===== src/rtl/display_scan_controller_pkg.sv =====
// Shared types and constants for the display scan controller and its timebase.
package display_scan_controller_pkg;

  // Per-slot phase: BLANK suppresses all digits, ON runs the PWM gate.
  typedef enum logic {
    BLANK = 1'b0,
    ON    = 1'b1
  } scan_state_t;

  localparam logic [3:0] ANODES_OFF = 4'b1111;
  localparam logic [6:0] SEG_BLANK  = 7'b0000000;
  localparam int         SLOT_W     = 26;

  // Active-low one-hot anode pattern for the given digit.
  function automatic logic [3:0] anode_sel(input logic [1:0] digit);
    return ~(4'b0001 << digit);
  endfunction

endpackage


===== src/rtl/display_scan_controller_scan_timebase.sv =====
// Slot counter, digit index and frame boundary pulse for the scan controller.
module scan_timebase
  import display_scan_controller_pkg::*;
#(
  parameter int CLK_DIV = 100000
) (
  input  logic              Clock,
  input  logic              Reset,
  output logic [SLOT_W-1:0] slot_cnt,
  output logic [1:0]        digit_idx,
  output logic              frame_done
);

  localparam logic [SLOT_W-1:0] SLOT_LAST     = SLOT_W'(CLK_DIV - 1);
  localparam logic [SLOT_W-1:0] SLOT_PRE_LAST = SLOT_W'(CLK_DIV - 2);

  logic [SLOT_W-1:0] slot_cnt_reg;
  logic [1:0]        digit_idx_reg;
  logic              frame_done_reg;

  // Count slot cycles, step the digit on wrap; frame_done is registered one
  // cycle early so it is high exactly on digit 3's last slot cycle.
  always_ff @(posedge Clock) begin
    if (Reset) begin
      slot_cnt_reg   <= '0;
      digit_idx_reg  <= 2'd0;
      frame_done_reg <= 1'b0;
    end else begin
      if (slot_cnt_reg == SLOT_LAST) begin
        slot_cnt_reg  <= '0;
        digit_idx_reg <= digit_idx_reg + 2'd1;
      end else begin
        slot_cnt_reg <= slot_cnt_reg + 1'b1;
      end
      frame_done_reg <= (digit_idx_reg == 2'd3) && (slot_cnt_reg == SLOT_PRE_LAST);
    end
  end

  assign slot_cnt   = slot_cnt_reg;
  assign digit_idx  = digit_idx_reg;
  assign frame_done = frame_done_reg;

endmodule


===== src/rtl/display_scan_controller.sv =====
// Four-digit multiplexed 7-segment scanner with anti-ghost blanking,
// per-slot PWM brightness and frame-synchronous shadow register updates.
module display_scan_controller
  import display_scan_controller_pkg::*;
#(
  parameter int CLK_DIV      = 100000,
  parameter int BLANK_CYCLES = 1000
) (
  input  logic       Clock,
  input  logic       Reset,
  input  logic [6:0] seg0,
  input  logic [6:0] seg1,
  input  logic [6:0] seg2,
  input  logic [6:0] seg3,
  input  logic [3:0] digit_en,
  input  logic [3:0] brightness,
  input  logic       update_req,
  output logic       update_ack,
  output logic [6:0] segments,
  output logic [3:0] anodes,
  output logic       frame_done
);

  localparam logic [SLOT_W-1:0] SLOT_LAST  = SLOT_W'(CLK_DIV - 1);
  localparam logic [SLOT_W-1:0] BLANK_LAST = SLOT_W'(BLANK_CYCLES - 1);

  logic [SLOT_W-1:0] slot_cnt;
  logic [1:0]        digit_idx;
  logic              frame_done_tb;

  scan_timebase #(
    .CLK_DIV(CLK_DIV)
  ) u_timebase (
    .Clock     (Clock),
    .Reset     (Reset),
    .slot_cnt  (slot_cnt),
    .digit_idx (digit_idx),
    .frame_done(frame_done_tb)
  );

  logic [6:0]  shadow_seg_reg [4];
  logic [3:0]  shadow_en_reg;
  logic        update_ack_reg;
  scan_state_t state_reg;
  logic [3:0]  pwm_cnt_reg;
  logic [3:0]  bright_reg;
  logic [3:0]  anodes_reg;
  logic [6:0]  segments_reg;

  logic load;
  logic lit;

  // Shadows only move on the frame boundary so a frame never shows mixed data.
  assign load = frame_done_tb && update_req;
  assign lit  = (state_reg == ON) && shadow_en_reg[digit_idx] && (pwm_cnt_reg <= bright_reg);

  // Handshake: capture the requested pattern on the boundary, ack one cycle later.
  always_ff @(posedge Clock) begin
    if (Reset) begin
      shadow_seg_reg[0] <= SEG_BLANK;
      shadow_seg_reg[1] <= SEG_BLANK;
      shadow_seg_reg[2] <= SEG_BLANK;
      shadow_seg_reg[3] <= SEG_BLANK;
      shadow_en_reg     <= 4'b0000;
      update_ack_reg    <= 1'b0;
    end else begin
      update_ack_reg <= load;
      if (load) begin
        shadow_seg_reg[0] <= seg0;
        shadow_seg_reg[1] <= seg1;
        shadow_seg_reg[2] <= seg2;
        shadow_seg_reg[3] <= seg3;
        shadow_en_reg     <= digit_en;
      end
    end
  end

  // Slot FSM with PWM gate; state tracks the current slot cycle and the
  // drive pattern for that cycle is registered out on the same edge.
  always_ff @(posedge Clock) begin
    if (Reset) begin
      state_reg    <= BLANK;
      pwm_cnt_reg  <= 4'd0;
      bright_reg   <= 4'd0;
      anodes_reg   <= ANODES_OFF;
      segments_reg <= SEG_BLANK;
    end else begin
      if (slot_cnt == '0) begin
        bright_reg <= brightness;
      end
      case (state_reg)
        BLANK: begin
          if (slot_cnt == BLANK_LAST) begin
            state_reg   <= ON;
            pwm_cnt_reg <= 4'd0;
          end
        end
        ON: begin
          pwm_cnt_reg <= pwm_cnt_reg + 4'd1;
          if (slot_cnt == SLOT_LAST) begin
            state_reg <= BLANK;
          end
        end
        default: state_reg <= BLANK;
      endcase
      if (lit) begin
        anodes_reg   <= anode_sel(digit_idx);
        segments_reg <= shadow_seg_reg[digit_idx];
      end else begin
        anodes_reg   <= ANODES_OFF;
        segments_reg <= SEG_BLANK;
      end
    end
  end

  assign update_ack = update_ack_reg;
  assign segments   = segments_reg;
  assign anodes     = anodes_reg;
  assign frame_done = frame_done_tb;

endmodule


===== config.mk =====
export PLATFORM = sky130hd
export DESIGN_NAME = display_scan_controller
export DESIGN_NICKNAME = d
export VERILOG_FILES = /design/src/rtl/display_scan_controller_pkg.sv /design/src/rtl/display_scan_controller_scan_timebase.sv /design/src/rtl/display_scan_controller.sv
export SDC_FILE = /design/constraint.sdc
export NUM_CORES = 1
export LEC_CHECK = 0
export CORE_ASPECT_RATIO = 2
export CORE_MARGIN = 4
export CORE_UTILIZATION = 45
export DETAILED_ROUTE_END_ITERATION = 12
export GPL_ROUTABILITY_DRIVEN = 0
export PLACE_DENSITY = 0.68
export SETUP_SLACK_MARGIN = 0.3
export SKIP_LAST_GASP = 1
export SLEW_MARGIN = 20
export SYNTH_ARGS = -nofsm -noshare
export SYNTH_HDL_FRONTEND = slang
export SYNTH_HIERARCHICAL = 1
export SYNTH_SLANG_ARGS = --single-unit

===== constraint.sdc =====
create_clock -name Clock -period 3.2 [get_ports Clock]
set_input_delay 0.64 -clock Clock [delete_from_list [all_inputs] [get_ports Clock]]
set_output_delay 0.64 -clock Clock [all_outputs]
set_load 0.05 [all_outputs]

# After elaboration in Yosys (flattened, before gate mapping)
# Memory sizes are Yosys's and may differ from the RTL's. A register that Yosys moved wholly into a read port is not among the register bits.
# Cells that the tools add are included.
[op_classes]
eq_ne = 5
bitwise_logic = 7
reduce_logical = 7
n_mux = 16
magnitude_cmp = 2
n_shift = 1
n_addsub = 3
[ops]
columns = ["operator", "n"]
rows = [
  ["26-bit by 17-bit equality test with 1-bit output (second input constant)", 2],
  ["7-bit two-way mux", 4],
  ["26-bit by 1-bit adder with 26-bit output (second input constant)", 1],
  ["26-bit by 10-bit equality test with 1-bit output (second input constant)", 1],
  ["26-bit zero test", 1],
  ["1-bit two-way mux", 8],
  ["4-bit case mux with 2 select lines", 1],
  ["4-bit by 1-bit adder with 4-bit output (second input constant)", 1],
  ["4-bit less-or-equal comparator", 1],
  ["1-bit logical AND", 4],
  ["4-bit two-way mux", 1],
  ["4-bit inverter", 1],
  ["1-bit bitwise OR", 4],
  ["2-bit OR reduction", 2],
  ["1-bit by 2-bit << shifter with 4-bit output (first input constant)", 1],
  ["2-bit by 3-bit less-than comparator with 1-bit output (second input constant)", 1],
  ["2-bit by 1-bit adder with 2-bit output (second input constant)", 1],
  ["1-bit binary-select mux with 2-bit select", 1],
  ["2-bit equality test (second input constant)", 1],
  ["2-bit inequality test (second input constant)", 1],
  ["1-bit inverter", 2],
  ["1-bit case mux with 2 select lines", 1],
]
[word_totals]
wordCells = 51
mem_bits_rw = 28
out_inout_bits = 13
n_memories = 1
input_bits = 39
regBits = 47
[mem_list]
columns = ["name", "words", "word_bits", "rd", "rd_clocked_by_memory_dff", "write_ports", "line_no", "rtl"]
rows = [
  ["shadow_seg_reg", 4, 7, 1, 1, 4, "display_scan_controller.sv:41", "logic [6:0] shadow_seg_reg [4];"],
]

# Depth between registers and ports, before layout
# Gate-level depths: netlist (run 1).
[logic_depth]
depth_word = 6
depth_mapped = 7
ltp_nobuf = 6

# By module
# The synthesis (run 1) kept the hierarchy.
[by_module_without_submodules]
columns = ["module", "n_inst", "seq_area_each_um2", "area_each_um2", "cells_per_inst"]
rows = [
  ["display_scan_controller", 1, 1341.3, 2337.2, 176],
  ["scan_timebase", 1, 580.6, 1401.3, 154],
]

# Least setup slack after synthesis (run 1)
# OpenSTA, ideal clock, no wires.
[synth_timing]
kind = "register to register"
startpoint = "register u_timebase.frame_done_reg, in the netlist u_timebase/frame_done"
endpoint = "memory shadow_seg_reg[0][0], enable pin"
setup_slack_ps = 1375
required_time_ps = 2817
arrival_ps = 1442
period_less_slack_ps = 1825
setup_ps = 383
path_buffers = 0
path_stages_with_launch = 3
cell_sequence = "dfxtp_1 a21oi_1 inv_1"
[synth_lines]
columns = ["item", "line_no", "rtl"]
rows = [
  ["start: declaration", "display_scan_controller_scan_timebase.sv:19", "logic frame_done_reg;"],
  ["start signal: assignment", "display_scan_controller_scan_timebase.sv:35", "frame_done_reg <= (digit_idx_reg == 2'd3) && (slot_cnt_reg == SLOT_PRE_LAST);"],
  ["end: declaration", "display_scan_controller.sv:41", ""],
]

# Final worst setup path (run 1)
[layout_timing]
startpoint = "register u_timebase.digit_idx_reg[0], in the netlist u_timebase/digit_idx[0]"
endpoint = "register anodes_reg[2], in the netlist anodes[2]"
[layout_between]
elab_chain_cells = 6
elab_cells_between_ends = 8
cone_classes = "shift (1); mux (2); bitwise (2); reduce/logical (3)"
[layout_lines]
columns = ["item", "line_no", "rtl"]
rows = [
  ["start: declaration", "display_scan_controller_scan_timebase.sv:18", "logic [1:0] digit_idx_reg;"],
  ["start signal: assignment", "display_scan_controller_scan_timebase.sv:31", "digit_idx_reg <= digit_idx_reg + 2'd1;"],
  ["1-bit binary-select mux with 2-bit select", "display_scan_controller.sv:55", "assign lit = (state_reg == ON) && shadow_en_reg[digit_idx] && (pwm_cnt_reg <= bright_reg);"],
  ["1-bit two-way mux (implied by the code)", "display_scan_controller.sv:55", ""],
  ["1-bit logical AND (2 in series)", "display_scan_controller.sv:55", ""],
  ["1-bit inverter (no line)", "-", ""],
  ["2-bit OR reduction (no line)", "-", ""],
  ["end signal: assignment", "display_scan_controller.sv:107", "anodes_reg <= anode_sel(digit_idx);"],
  ["end: declaration", "display_scan_controller.sv:47", "logic [3:0] anodes_reg;"],
]
# Several ways; a longest one is shown, not always the timed one. The select of a mux whose other input is x is not followed.
# A chain may end at the register's enable or synchronous reset.

==> impl_metrics.yaml, run 1 <==
sta:
  setup_violations: 0
  finalSetupTns_ns: 0
  fin_crit_sh_pct: 70.05
  fin_skew_ns: 0.007282
  worst_slack_ns: 0.9585
  period_needed_ns: 2.242
  hold_viol: 0
  clock.fmax_mhz: 446.1
  grt_setup_unrepaired: "no"
  worst_pin_slew_ns: 0.8861
  max_slew_margin_pct: 40.87
  slew_viol_final: 0
clock_tree:
  cts_root_buf: "clkbuf_16"
  cts_sinks: 82
  ctsHoldBuffers: 0
  clock_tree.htree_level_count: 3
  ctsResizeCount: 0
  cts_buffers: 9
  insertion_delay_ns: 0.34
  clk_pin_slew_ns: 0.06
  cts_tree: "yes"
  cts_setup_buffers: 0
  clockBufferDepth: 2
placed_design:
  dpl.hpwl_microns: 5771
  dpl_cell_area_sq_um: 4314
  dp_slack_ns: 0.8167
  io_buffers: 51
detailed_routing:
  wl_per_cell_microns: 16.08
  vias_per_cell: 5.619
  dr.pass1.iters: 4
  highest_layer: "met4"
  via_count: 2697
  drc: 0
  wl_met2_microns: 4258
  detail-route-antenna-nets: 0
  wl_microns: 7718
  drtIter0Drc: 175
  wl_met1_microns: 2933
  wl_met3_microns: 308
global_routing:
  grt_pass1_vias: 2780
  grt_usage_pct: 17.09
  grt_overflow: 0
  antenna_found_initial: 0
  grt_max_degree: 34
  grt_pass1_wl_microns: 12910
layout:
  syn_to_final_growth_pct: 24.33
  stdcell_area_sq_um: 4648
  multi_input_area_sq_um: 1690
  largest_register_ff_count: 28
  num-nets-final: 426
  final_layout_size_suffix_gt1_share_pct: 10.16
  seq_area_sq_um: 1922
  fillers: 677
  diodes: 0
yosys:
  synth_area_sq_um: 3739
  yosysTopAreaCell: "dfxtp_1"
  ys_types: 49
  async_flop_share_pct: 0
  synth_common_cells: "dfxtp_1 (54), and2_1 (30), edfxtp_1 (28)"
  synth-edff-count: 28
  synthTopCellsByArea: "dfxtp_1 (29%), edfxtp_1 (22%), and2_1 (5.0%)"
  yosysMostFrequentCell: "dfxtp_1"
  synth_top_area_share_pct: 28.92
  ys_ff_latch: 82
  ys.flop_type: "dfxtp_1"
  syn-instance-count: 330
  yosysWarnings: 6
  synth_nets: 377
  yosysSeqAreaShare_pct: 51.41
  avgSynthCellArea_sq_um: 11.33
floorplan:
  dieArea_sq_um: 9918
  fp.dieH_microns: 136.9
  start_util_pct: 46.73
  num_io_pins: 52
  dieWidth_microns: 72.45
  coreArea_sq_um: 8000
  rows: 46
worst_setup_path:
  cp.arrival_ns: 2.46
  endpoint_kind: "flip-flop"
  cp_cell_sequence: "mux4_2, o2111ai_1, or3b_1"
  reg2reg_slack_ns: 0.96
  startpoint_type: "flip-flop"
  cpMaxStageDelayCell: "dfxtp_1"
  crit_type: "reg -> reg"
  required_ns: 3.42
  cp_max_fo: 15
  crit_path_max_incr_delay_ns: 0.81
power_and_ir_drop:
  ir_drop_mv: 0.3594
  leakagePower_nw: 1.635
  p_per_area_nw_per_um2: 507.5
run_status:
  status: "complete, no violations"
flow_run:
  drv_cap: 0
hold_path:
  hp-class: "reg -> reg"
-- worst max-delay path: cells and delay by family, from the launching register on --
family	cells	cell delay [ns]
and+or+nand+nor	1	0.51
AOI/OAI and AO/OA	1	0.44
muxes	1	0.36
DFF	1	0.81
-- final timing paths --
path,start,to,depth (start not counted)
setup / recovery,u_timebase/digit_idx[0]$_SDFFE_PP0N_,anodes[2]$_SDFF_PP1_,3
hold / removal,bright_reg[1]$_SDFFE_PP0N_,bright_reg[1]$_SDFFE_PP0N_,2
setup reg to reg,u_timebase/digit_idx[0]$_SDFFE_PP0N_,anodes[2]$_SDFF_PP1_,3
hold reg to reg,bright_reg[1]$_SDFFE_PP0N_,bright_reg[1]$_SDFFE_PP0N_,2
-- power breakdown --
part / switching (W) / leakage [nW] / internal [W] / total, W
logic: 0.0000466 / 0.750 / 0.0000736 / 0.000120
registers: 0.0000135 / 0.718 / 0.00110 / 0.00111
clock network: 0.000407 / 0.166 / 0.000720 / 0.00113
total: 0.000467 / 1.63 / 0.00189 / 0.00236
-- routing by layer --
metal | track usage [%] | up-vias
met5 | 0 | -
met4 | 8.522 | 0
met3 | 3.971 | 14
met2 | 31.32 | 63
met1 | 17.69 | 1292
li1 | - | 1328
-- layout by cell type (no fill, tap or decap), types with 2 or more instances in the layout --
cell / instances
nor3_1: 2
nand3_4: 2
ha_1: 8
and4b_1: 2
and4_1: 7
or4_1: 11
or3b_1: 2
a22o_1: 4
xnor2_1: 3
dfxtp_1: 54
nand2_1: 17
nand4_1: 13
or3_1: 4
a311oi_1: 2
edfxtp_1: 28
and3_1: 3
a21oi_1: 15
mux4_2: 8
nand3_1: 12
clkbuf_16: 11
nor2b_1: 8
nor2_1: 16
inv_1: 10
clkdlybuf4s50_1: 51
mux2i_1: 4
o21ai_0: 2
and2_1: 30
nor4_1: 4
buf_4: 4
xor2_1: 10
o31ai_1: 12
nor4_4: 3
-- layout make-up --
type | count | area share, %
flip-flops and latches | 82 | 41.35
inverters | 11 | 0.8883
clock inverters | 3 | 0.8883
multi-input cells | 220 | 36.37
well taps | 96 | 2.584
clock buffers | 13 | 6.299
repair buffers | 55 | 11.63
-- cell families after synthesis --
group           after synthesis  share of synthesized area (%)
simple gates                143                          25.10
compound gates               44                          8.367
mux                          12                          5.890
buf+inv                      28                          3.514
fa+ha+maj                     8                          2.677
flops                        82                          51.41
xor+xnor                     13                          3.046
-- metrics by stage --
| stage | total power (W) | std cells | hold WS, ns | util, % |
|---|---|---|---|---|
| final | 0.002359 | 480 | 0.4577 | 58.10 |
| after global routing | 0.002433 | 480 | 0.4895 | 58.10 |
| after CTS | 0.002380 | 480 | 0.4599 | 58.10 |
| after detailed placement | 0.001257 | 464 | 0.4512 | 53.93 |
| after global placement | 0.001253 | 464 | 0.4465 | 53.93 |
| after floorplan | 0.001190 | 330 | 0.4347 | - |
Power figures use the tool's default switching activity.
==> inputs of run 2 (changes only) <==
- PLACE_DENSITY: 0.68 -> 0.7
- clock period: 3.2 -> 2.05 ns (I/O delays scaled with it)
==> run 2 against run 1 <==
Sequential cell count unchanged. Clock-buffer cell count down 4. Critical path type unchanged. Setup slack worse by 0.61 ns. Via count up 4.2%. Sequential power up 57%. Final cell count up 4.2%. Largest power group is now sequential cells. Utilization up 3.0 points. Non-clock buffer count up 20.
==> impl_metrics.yaml, run 2 (same netlist as run 1, synthesis figures left out) <==
sta:
  finalSetupTns_ns: 0
  grt_setup_unrepaired: "yes"
  worst_pin_slew_ns: 0.5158
  fin_crit_sh_pct: 83.10
  fin_skew_ns: 0.005352
  clock.fmax_mhz: 587.0
  slew_viol_final: 0
  period_needed_ns: 1.704
  hold_viol: 0
  max_slew_margin_pct: 65.75
  worst_slack_ns: 0.3464
  setup_violations: 0
layout:
  num-nets-final: 446
  stdcell_area_sq_um: 4886
  final_common_cell: "clkdlybuf4s50_1"
  final_layout_size_suffix_gt1_share_pct: 24.50
  syn_to_final_growth_pct: 30.69
  finish.utilization_pct: 61.07
  diodes: 0
  largest_register_ff_count: 28
  layout_common_cells: "clkdlybuf4s50_1 (38), dfxtp_1 (34), and2_1 (30), edfxtp_1 (28), buf_4 (22)"
detailed_routing:
  wl_per_cell_microns: 16.03
  vias_per_cell: 5.622
  drc: 0
  wl_microns: 8014
  via_count: 2811
  drtIter0Drc: 111
  detail-route-antenna-nets: 0
  dr.pass1.iters: 4
floorplan:
  start_util_pct: 46.73
  fp.dieH_microns: 136.9
  coreArea_sq_um: 8000
  rows: 46
  num_io_pins: 52
  dieWidth_microns: 72.45
  dieArea_sq_um: 9918
clock_tree:
  cts_buffers: 9
  clk_pin_slew_ns: 0.06
  ctsHoldBuffers: 0
  clockBufferDepth: 2
  insertion_delay_ns: 0.33
  cts_root_buf: "clkbuf_16"
  cts_sinks: 82
  cts_tree: "yes"
  clock_tree.htree_level_count: 3
run_status:
  status: "complete, no violations"
power_and_ir_drop:
  ir_drop_mv: 0.7743
  leakagePower_nw: 1.771
  total_power_w: 0.003572
  p_per_area_nw_per_um2: 731.0
placed_design:
  io_buffers: 51
  dpl_cell_area_sq_um: 4469
  dp_slack_ns: 0.1927
  dpl.hpwl_microns: 5899
global_routing:
  grt_usage_pct: 17.26
  antenna_found_initial: 0
  grt_max_degree: 34
  grt_pass1_wl_microns: 13210
  grt_overflow: 0
  grt_pass1_vias: 2922
worst_setup_path:
  required_ns: 2.27
  reg2reg_slack_ns: 0.35
  startpoint_type: "flip-flop"
  endpoint_kind: "flip-flop"
  cp_max_fo: 5
  reg2reg_depth: 5
  crit_type: "reg -> reg"
  cp.arrival_ns: 1.92
hold_path:
  hold-path-cell-count: 2
  hp-class: "reg -> reg"
flow_run:
  drv_cap: 0
run 2: cell types whose count changed in the layout (fill, tap and decap cells not counted), sizes merged:
| cell | delta |
|---|---|
| clkbuf | -4 |
| buf | +20 |
| inv | +1 |
| clkinv | +2 |
| dlygate4sd2 | +13 |
| clkinvlp | +1 |
| clkdlybuf4s50 | -13 |
run 2: per-stage QoR:
stage / hold WS [ns] / instances
6_report: 0.4704 / 500
5_1_grt: 0.4887 / 500
4_1_cts: 0.4669 / 498
3_5_place_dp: 0.4620 / 478
3_3_place_gp: 0.4484 / 478
2_1_floorplan: 0.4347 / 330
run 2: path summary, 6_finish.rpt:
path                                endpoint                        start
setup reg to reg        anodes[2]$_SDFF_PP1_  pwm_cnt_reg[2]$_SDFFE_PP0P_
hold reg to reg   bright_reg[2]$_SDFFE_PP0N_   bright_reg[2]$_SDFFE_PP0N_
setup / recovery        anodes[2]$_SDFF_PP1_  pwm_cnt_reg[2]$_SDFFE_PP0P_
hold / removal    bright_reg[2]$_SDFFE_PP0N_   bright_reg[2]$_SDFFE_PP0N_
run 2: timing repair:
| action | 4_1_cts | 5_1_grt |
|---|---|---|
| pin swaps | 7 | 6 |
| setup buffers | 4 | 2 |
| resized for setup | 30 | 20 |
| setup endpoints to repair | 48 | 34 |
run 2: worst max-delay path, cell delays in order, from the launching register on:
cell	delay [ns]
dfxtp_4	0.36
ha_4	0.24
and4b_1	0.19
a211oi_2	0.23
o2111ai_2	0.18
or3b_1	0.38
run 2: layout make-up:
cell class / count / area (sq um)
repair buffers: 75 / 699.4
clock buffers: 9 / 225.2
multi-input cells: 220 / 1772
well taps: 96 / 120.1
flip-flops and latches: 82 / 1949
clock inverters: 7 / 75.07
inverters: 11 / 45.04
fillers: 663 / 3114
run 2: per-layer routing:
metal / vias up / routed length [microns] / track usage (%)
met5: - / 0 / 0
met4: 0 / 197 / 7.392
met3: 17 / 367 / 3.676
met2: 70 / 4582 / 32.79
met1: 1355 / 2866 / 17.55
li1: 1369 / - / -
run 2: report_power, final:
part	internal, W	switching, W
registers	0.00172	0.0000221
logic	0.000142	0.0000887
clock network	0.000953	0.000650
total	0.00281	0.000761
==> inputs of run 3 (changes only) <==
- PLACE_DENSITY: 0.7 -> 0.68
- clock period: 2.05 -> 1.6 ns (I/O delays scaled with it)
==> run 3 against run 2 <==
Utilization increased by 12 points. The flow now finishes with violations (negative setup slack). Critical path depth increased by 2. Clock power increased by 31%. Clock-buffer cell count unchanged. Largest power group unchanged. Via count increased by 13%. Hold slack got worse by 0.035 ns. Critical path type unchanged. Total power increased by 31%. Maximum frequency decreased by 0.95%. Design area increased by 20%.
==> impl_metrics.yaml, run 3 (same netlist as run 1, synthesis figures left out) <==
worst_setup_path:
  cp_max_fo: 7
  required_ns: 1.82
  startpoint_type: "flip-flop"
  cp_num_buf_inv: 2
  cp_cell_sequence: "inv_2, ha_4, and4b_1, a211oi_2, o2111ai_1, buf_4, or3b_1"
  cp.arrival_ns: 1.94
  crit_type: "reg -> reg"
  endpoint_kind: "flip-flop"
  cp-startpoint: "bright_reg[3]$_SDFFE_PP0N_"
  timing.rr.start: "bright_reg[3]$_SDFFE_PP0N_"
  crit_path_max_incr_delay_ns: 0.33
  cpMaxStageDelayCell: "dfxtp_2"
  critPathTopFamily: "simple AND/OR/NAND/NOR gates"
hold_path:
  hp-class: "reg -> reg"
  hold_path.startpoint: "u_timebase/slot_cnt[0]$_SDFF_PP0_"
clock_tree:
  insertion_delay_ns: 0.34
  cts_root_buf: "clkbuf_16"
  cts_tree: "yes"
  cts_sinks: 82
  clockBufferDepth: 2
  ctsHoldBuffers: 0
  clock_tree.htree_level_count: 3
  cts_buffers: 9
  clk_pin_slew_ns: 0.06
power_and_ir_drop:
  pwr-share-seq_pct: 47.0
  swShare_pct: 22.49
  p_comb_share_pct: 8.2
  p_per_area_nw_per_um2: 797.0
  leakagePower_nw: 2.192
  p_sw_w: 0.001055
  p_clk_share_pct: 44.8
  ir_drop_mv: 0.7178
  p_int_w: 0.003635
sta:
  slew_viol_final: 0
  fin_skew_ns: 0.01197
  fin_crit_sh_pct: 107.5
  setup_violations: 33
  worst_slack_ns: -0.1200
  hold_viol: 0
  period_needed_ns: 1.720
  clock.fmax_mhz: 581.4
  max_slew_margin_pct: 77.77
  worst_pin_slew_ns: 0.3306
  grt_setup_unrepaired: "yes"
global_routing:
  grt_overflow: 0
  antenna_found_initial: 0
  grt_pass1_vias: 3249
  grt_pass1_wl_microns: 15010
  grt_usage_pct: 19.70
  grt_max_degree: 34
detailed_routing:
  drtIter0Drc: 107
  vias_per_cell: 5.638
  detail-route-antenna-nets: 0
  dr.pass1.iters: 4
  via_count: 3174
  wl_microns: 9922
  wl_per_cell_microns: 17.62
  drc: 0
floorplan:
  dieArea_sq_um: 9918
  num_io_pins: 52
  rows: 46
  start_util_pct: 46.73
  fp.dieH_microns: 136.9
  dieWidth_microns: 72.45
  coreArea_sq_um: 8000
layout:
  final_layout_size_suffix_gt1_share_pct: 48.61
  diodes: 0
  layout_common_cells: "buf_4 (74), clkdlybuf4s50_1 (36), and2_1 (30), edfxtp_1 (28), dfxtp_1 (24)"
  final_common_cell: "buf_4"
  syn_to_final_growth_pct: 57.40
  stdcell_area_sq_um: 5884
  instances_no_fill: 563
  largest_register_ff_count: 28
  num-nets-final: 509
flow_run:
  drv_cap: 0
run_status:
  violations: "negative setup slack"
  status: "complete, but fails checks"
placed_design:
  dpl.hpwl_microns: 6420
  io_buffers: 51
  dp.cells: 516
  dpl_cell_area_sq_um: 4838
[run 3: changes by cell type in the layout (fill, tap and decap cells not counted), sizes merged]
cell	change
buf	+74
dlygate4sd2	-13
clkbuf	+2
clkdlybuf4s50	-2
clkinv	-2
clkinvlp	+2
dlymetal6s2s	+2
[run 3: path summary, 6_finish.rpt]
check                                                         end  cells after the start  slack [ns]
worst min register to register  u_timebase/slot_cnt[0]$_SDFF_PP0_                      1        0.44
worst min-delay path            u_timebase/slot_cnt[0]$_SDFF_PP0_                      1        0.44
worst max register to register               anodes[2]$_SDFF_PP1_                      7       -0.12
worst max-delay path                         anodes[2]$_SDFF_PP1_                      7       -0.12
[run 3: stage by stage]
step | total power, W | TNS (ns) | worst slack [ns] | hold WS (ns) | utilization [%]
final | 0.004690 | -1.281 | -0.1200 | 0.4358 | 73.55
after global placement | 0.002551 | -2.634 | -0.1381 | 0.4307 | 60.48
after detailed placement | 0.002562 | -4.540 | -0.1616 | 0.4355 | 60.48
after global routing | 0.004848 | -3.623 | -0.1957 | 0.4457 | 73.55
after CTS | 0.004676 | -0.7801 | -0.1334 | 0.4388 | 69.61
after floorplan | 0.002386 | -0.1481 | -0.09481 | 0.3847 | -
[run 3: cell type report]
| cell class | count | area [sq um] |
|---|---|---|
| clock inverter | 7 | 76.32 |
| tap | 96 | 120.1 |
| sequential | 82 | 1997 |
| clock buffer | 9 | 225.2 |
| fill | 506 | 2116 |
| timing repair buffer | 138 | 1308 |
| multi-input combinational | 220 | 2113 |
| inverter | 11 | 45.04 |
[run 3: layer usage]
layer | track usage [%] | up-vias | wire, microns | part of all wire, %
met5 | 0 | - | 0 | 0
met4 | 10.37 | 0 | 290 | 2.9
met3 | 4.191 | 25 | 372 | 3.7
met2 | 38.48 | 77 | 6085 | 61
met1 | 18.16 | 1574 | 3174 | 32
li1 | - | 1498 | - | -
[run 3: power by group through the flow]
stage	combinational, W	sequential [W]	clock [W]
final	0.000384	0.00220	0.00210
after floorplan	0.000131	0.00225	0
after detailed placement	0.000304	0.00226	0
after global routing	0.000411	0.00221	0.00223
after CTS	0.000348	0.00220	0.00212
after global placement	0.000297	0.00225	0
[run 3: what timing repair did]
item	CTS	global route
pin swaps	27	21
setup buffers	18	10
gates cloned	1	2
gates resized for setup	62	47
endpoints found under the setup margin	75	77
